$ cat src/rtl/fetch_unit.sv
// Instruction fetch front end: one outstanding ICache block request at a time,
// unpacks each 8-byte response into up to two instruction slots.
module fetch_unit #(
  parameter int          IF_WIDTH = 2,
  parameter logic [31:0] RESET_PC = 32'h1c000000
) (
  input  logic        clk,
  input  logic        rst_n,
  input  logic        flush_i,
  input  logic [31:0] redirect_pc_i,
  input  logic        stall_i,
  output logic        icache_req_valid_o,
  output logic [31:0] icache_req_addr_o,
  input  logic        icache_req_ready_i,
  input  logic        icache_resp_valid_i,
  input  logic [63:0] icache_resp_data_i,
  output logic        instr_valid_o [IF_WIDTH],
  output logic [31:0] instr_pc_o    [IF_WIDTH],
  output logic [31:0] instr_o       [IF_WIDTH],
  output logic [1:0]  dbg_state_o
);

  // Request handshake: a request transfers on any rising edge where
  // icache_req_valid_o and icache_req_ready_i are both 1; once valid is raised,
  // valid and addr hold until that edge unless flush_i or stall_i intervene.
  typedef enum logic [1:0] {
    S_REQ  = 2'd0,
    S_WAIT = 2'd1,
    S_DROP = 2'd2
  } state_t;

  state_t      state_q, state_d;
  logic [31:0] pc_q;
  logic [31:0] block_addr;
  logic        handshake;
  logic        deliver;
  logic        unused_bits;

  assign block_addr  = {pc_q[31:3], 3'b000};
  assign handshake   = icache_req_valid_o & icache_req_ready_i;
  assign deliver     = (state_q == S_WAIT) & icache_resp_valid_i & ~flush_i;
  assign unused_bits = ^redirect_pc_i[1:0];

  always_ff @(posedge clk or negedge rst_n) begin
    if (!rst_n) state_q <= S_REQ;
    else        state_q <= state_d;
  end

  always_comb begin
    state_d = state_q;
    case (state_q)
      S_REQ: begin
        if (handshake) state_d = flush_i ? S_DROP : S_WAIT;
      end
      S_WAIT: begin
        // A response arriving with a flush is simply dropped; no new stale request.
        if (icache_resp_valid_i) state_d = S_REQ;
        else if (flush_i)        state_d = S_DROP;
      end
      S_DROP: begin
        if (icache_resp_valid_i) state_d = S_REQ;
      end
      default: state_d = S_REQ;
    endcase
  end

  always_comb begin
    icache_req_valid_o = (state_q == S_REQ) & ~stall_i;
    icache_req_addr_o  = block_addr;
    dbg_state_o        = state_q;
  end

  always_ff @(posedge clk or negedge rst_n) begin
    if (!rst_n) begin
      pc_q <= RESET_PC;
    end else if (flush_i) begin
      pc_q <= {redirect_pc_i[31:2], 2'b00};
    end else if (deliver) begin
      pc_q <= block_addr + 32'd8;
    end
  end

  // Slot outputs are zero except for the single cycle after a delivered response.
  always_ff @(posedge clk or negedge rst_n) begin
    if (!rst_n) begin
      instr_valid_o[0] <= 1'b0;
      instr_pc_o[0]    <= 32'd0;
      instr_o[0]       <= 32'd0;
      instr_valid_o[1] <= 1'b0;
      instr_pc_o[1]    <= 32'd0;
      instr_o[1]       <= 32'd0;
    end else begin
      instr_valid_o[0] <= deliver;
      instr_pc_o[0]    <= deliver ? pc_q : 32'd0;
      instr_o[0]       <= !deliver ? 32'd0 :
                          (pc_q[2] ? icache_resp_data_i[63:32] : icache_resp_data_i[31:0]);
      instr_valid_o[1] <= deliver & ~pc_q[2];
      instr_pc_o[1]    <= (deliver & ~pc_q[2]) ? pc_q + 32'd4 : 32'd0;
      instr_o[1]       <= (deliver & ~pc_q[2]) ? icache_resp_data_i[63:32] : 32'd0;
    end
  end

endmodule
$ cat config.mk
export PLATFORM = sky130hd
export DESIGN_NAME = fetch_unit
export DESIGN_NICKNAME = d
export VERILOG_FILES = /design/src/rtl/fetch_unit.sv
export SDC_FILE = /design/constraint.sdc
export NUM_CORES = 1
export LEC_CHECK = 0
export ABC_AREA = 0
export BUFFER_PORTS_ARGS = -buffer_cell sky130_fd_sc_hd__buf_4
export CORE_ASPECT_RATIO = 1.1
export CORE_MARGIN = 10
export CORE_UTILIZATION = 45
export DETAILED_ROUTE_END_ITERATION = 10
export MAX_ROUTING_LAYER = met4
export PLACE_DENSITY_LB_ADDON = 0.3
export SYNTH_ARGS = -nofsm -noshare
export SYNTH_HDL_FRONTEND = slang
export SYNTH_SLANG_ARGS = --single-unit
$ cat constraint.sdc
create_clock -name clk -period 3.98 [get_ports clk]
set_input_delay 0.597 -clock clk [delete_from_list [all_inputs] [get_ports clk]]
set_output_delay 0.597 -clock clk [all_outputs]
set_load 0.005 [all_outputs]
==> results.sh <==
export IMPL_route_detailed_vias_per_inst=5.08
export IMPL_mostFrequentLayoutCell="sky130_fd_sc_hd__buf_4"
export IMPL_numPlacedInstances=978
export IMPL_critPathKind="reg -> reg"
export IMPL_netlist_instances=597
export IMPL_nNetsFinal=909
export IMPL_hold_slack_ps=284
export IMPL_gp_routability_congestion=0.897
export IMPL_global_route_wire_length_before_repair_um=31100
export IMPL_detail_route_wirelength_um=20300
export IMPL_timing_final_setup_violations=0
export IMPL_ys_warnings_count=0
export IMPL_drt_initial_drc_count=403
export IMPL_num_io_pins=267
export IMPL_timing_hold_worst_class="in -> async"
export IMPL_cts_hold_buf=0
export IMPL_area_of_the_mapped_netlist_sq_um=6660
export IMPL_hold_violations=0
export IMPL_worst_slew_pin_transition_ps=978
export IMPL_die_h_um=148
export IMPL_synth_flop_cell="sky130_fd_sc_hd__dfrtp_1"
export IMPL_floorplan_die_area_sq_um=20100
export IMPL_total_power_uw=3560
export IMPL_startpoint_type="flip-flop"
export IMPL_first_pass_iters=4
export IMPL_async_flop_share_pct=100
export IMPL_clockRootBuffer="sky130_fd_sc_hd__clkbuf_16"
export IMPL_via_count=5121
export IMPL_finalCritPeriodShare_pct=62.1
export IMPL_globalRouteOverflowTotal=0
export IMPL_cts_tree="yes"
export IMPL_grt_pass1_vias=5399
export IMPL_mostFrequentLayoutCells="263 x sky130_fd_sc_hd__buf_4, 153 x sky130_fd_sc_hd__dfrtp_1, 51 x sky130_fd_sc_hd__nor2_1, 48 x sky130_fd_sc_hd__and2_1, 33 x sky130_fd_sc_hd__mux2i_1"
export IMPL_global_route_usage_total_pct=20.5
export IMPL_clock_fmax_ghz=0.405
export IMPL_finish_utilization_pct=62.0
export IMPL_timing_max_cap_violations=0
export IMPL_clock_skew_final_ps=12.2
export IMPL_max_fo_critical_path=15
export IMPL_core_region_area_sq_um=14400
export IMPL_status="completed"
export IMPL_final_max_slew_viol_count=0
export IMPL_clock_latency_late_sink_ps=420
export IMPL_synth_distinct_cells=48
export IMPL_place_port_buffers=257
export IMPL_rsz0062_at_grt="no"
export IMPL_clock_path_buffers=2
export IMPL_grt_start_max_net_pins=108
export IMPL_antenna_violating_nets_post_route=0
export IMPL_timing_setup_tns_ps=0
export IMPL_dp_final_hpwl_um=15200
export IMPL_cellLeakagePower_uw=0.00465
export IMPL_max_slew_margin_pct=34.8
export IMPL_dieWidth_um=136
export IMPL_sequential_area_share_after_synthesis_pct=59.0
export IMPL_start_util_pct=46.1
export IMPL_worst_ir_drop_vdd_mv=0.205
export IMPL_cts_made_buffers=17
export IMPL_worst_setup_path_end_kind="flip-flop"
export IMPL_antenna_found_initial=0
export IMPL_cts_resized_gates=0
export IMPL_synth_area_per_cell_sq_um=11.2
export IMPL_drive_gt1_share_pct=38.3
export IMPL_cts_setup_buffers=0
export IMPL_n_antenna_cell=0
export IMPL_area_growth_syn_to_layout_pct=34.4
export IMPL_wire_per_inst_um=20.1
export IMPL_clkSlewWorstSetupHoldPaths_ps=70
export IMPL_finish_cell_count_without_fillers=1009
export IMPL_power_per_cell_area_nw_per_um2=397
export IMPL_cts_num_sinks=157
export IMPL_critPathArrivalTime_ps=2810
export IMPL_remaining_drc_errors=0
export IMPL_h_tree_levels=4
export IMPL_number_of_placement_rows=46
export IMPL_post_layout_min_period_ps=2470
export IMPL_synth_seq_cells=157
export IMPL_cp_required_ps=4320
export IMPL_count_of_flip_flops_with_a_built_in_enable_after_synthesis=0
[state kept, by name, summed over array words and instances, names as in the netlist]
name           cells
instr_pc_o        60
instr_valid_o      1
dbg_state_o        2
pc_q              30
instr_o           64
[final cells by class]
cell class                      count  area, sq um
Clock inverter                     11         96.3
Clock buffer                       20          447
Tap cell                          192          240
Sequential cell                   157         3930
Inverter                            4         15.0
Fill cell                        1201         5490
Timing Repair Buffer              264         1990
Multi-Input combinational cell    361         2240
[metal layers]
| layer | track usage (%) | vias to the layer above | part of all wire [%] |
|---|---|---|---|
| met5 | - | - | 0 |
| met4 | 6.61 | 0 | 1.5 |
| met3 | 5.25 | 17 | 6.9 |
| met2 | 34.4 | 211 | 51 |
| met1 | 23.6 | 2472 | 40 |
| li1 | - | 2421 | - |
[cells in the mapped netlist (all sizes together), types with 2 or more instances]
master	instances	area, sq um
clkbuf	29	130
inv	4	15.0
nor2b	2	12.5
xnor2	4	35.0
o21ai	25	125
and4	6	55.1
dlygate4sd1	2	17.5
mux2i	33	330
nor3	5	25.0
xor2	12	105
dfstp	3	78.8
or4	11	86.3
and3	33	209
dfrtp	154	3850
o211ai	6	45.0
or3	13	87.6
a31oi	12	75.1
nor2	51	191
nand4	18	119
ha	2	25.0
nand3	14	70.1
a21oi	8	40.0
buf	50	354
or2	2	12.5
nand2	31	116
o31ai	7	52.6
and2	50	315
[power breakdown]
| group | switching [uW] | internal (uW) | total (uW) |
|---|---|---|---|
| logic | 170 | 182 | 353 |
| registers | 71.9 | 1640 | 1710 |
| clock network | 624 | 869 | 1490 |
| total | 866 | 2690 | 3560 |
[stage by stage]
| step | area [sq um] | setup slack, ps |
|---|---|---|
| after floorplan | 6690 | 2060 |
| after global placement | 8410 | 1540 |
| after detailed placement | 8410 | 1480 |
| after CTS | 8950 | 1510 |
| after global routing | 8950 | 1250 |
| final | 8950 | 1510 |
[critical path, stage by stage (launching register included)]
cell                      delay [ps]
sky130_fd_sc_hd__dfrtp_1         530
sky130_fd_sc_hd__and4_1          450
sky130_fd_sc_hd__nand4_1         570
sky130_fd_sc_hd__or4_1           660
sky130_fd_sc_hd__a21oi_1         180
[path summary, 6_finish.rpt]
| path | cells past startpoint | slack, ps | end | start |
|---|---|---|---|---|
| worst max-delay path | 4 | 1510 | instr_pc_o[28] | pc_q[8] |
| worst min-delay path | 1 | 280 | instr_o[59] | rst_n |
| worst max register to register | 4 | 1510 | instr_pc_o[28] | pc_q[8] |
| worst min register to register | 2 | 560 | pc_q[26] | pc_q[26] |
| max in group asynchronous | 2 | 2690 | instr_o[11] | rst_n |
| min in group clk | 3 | 390 | pc_q[12] | redirect_pc_i[12] |
[logic make-up after synthesis]
kind of cell,after synthesis,synth area share (%)
AOI/OAI and AO/OA,62,5.61
xor gates and xnor gates,16,2.10
adders and majority gates,2,0.375
buffers and inverters,85,7.75
DFF,157,59.0
muxes,33,4.96
other,1,0.0563
and+or+nand+nor,241,20.1
Power figures use the tool's default switching activity.
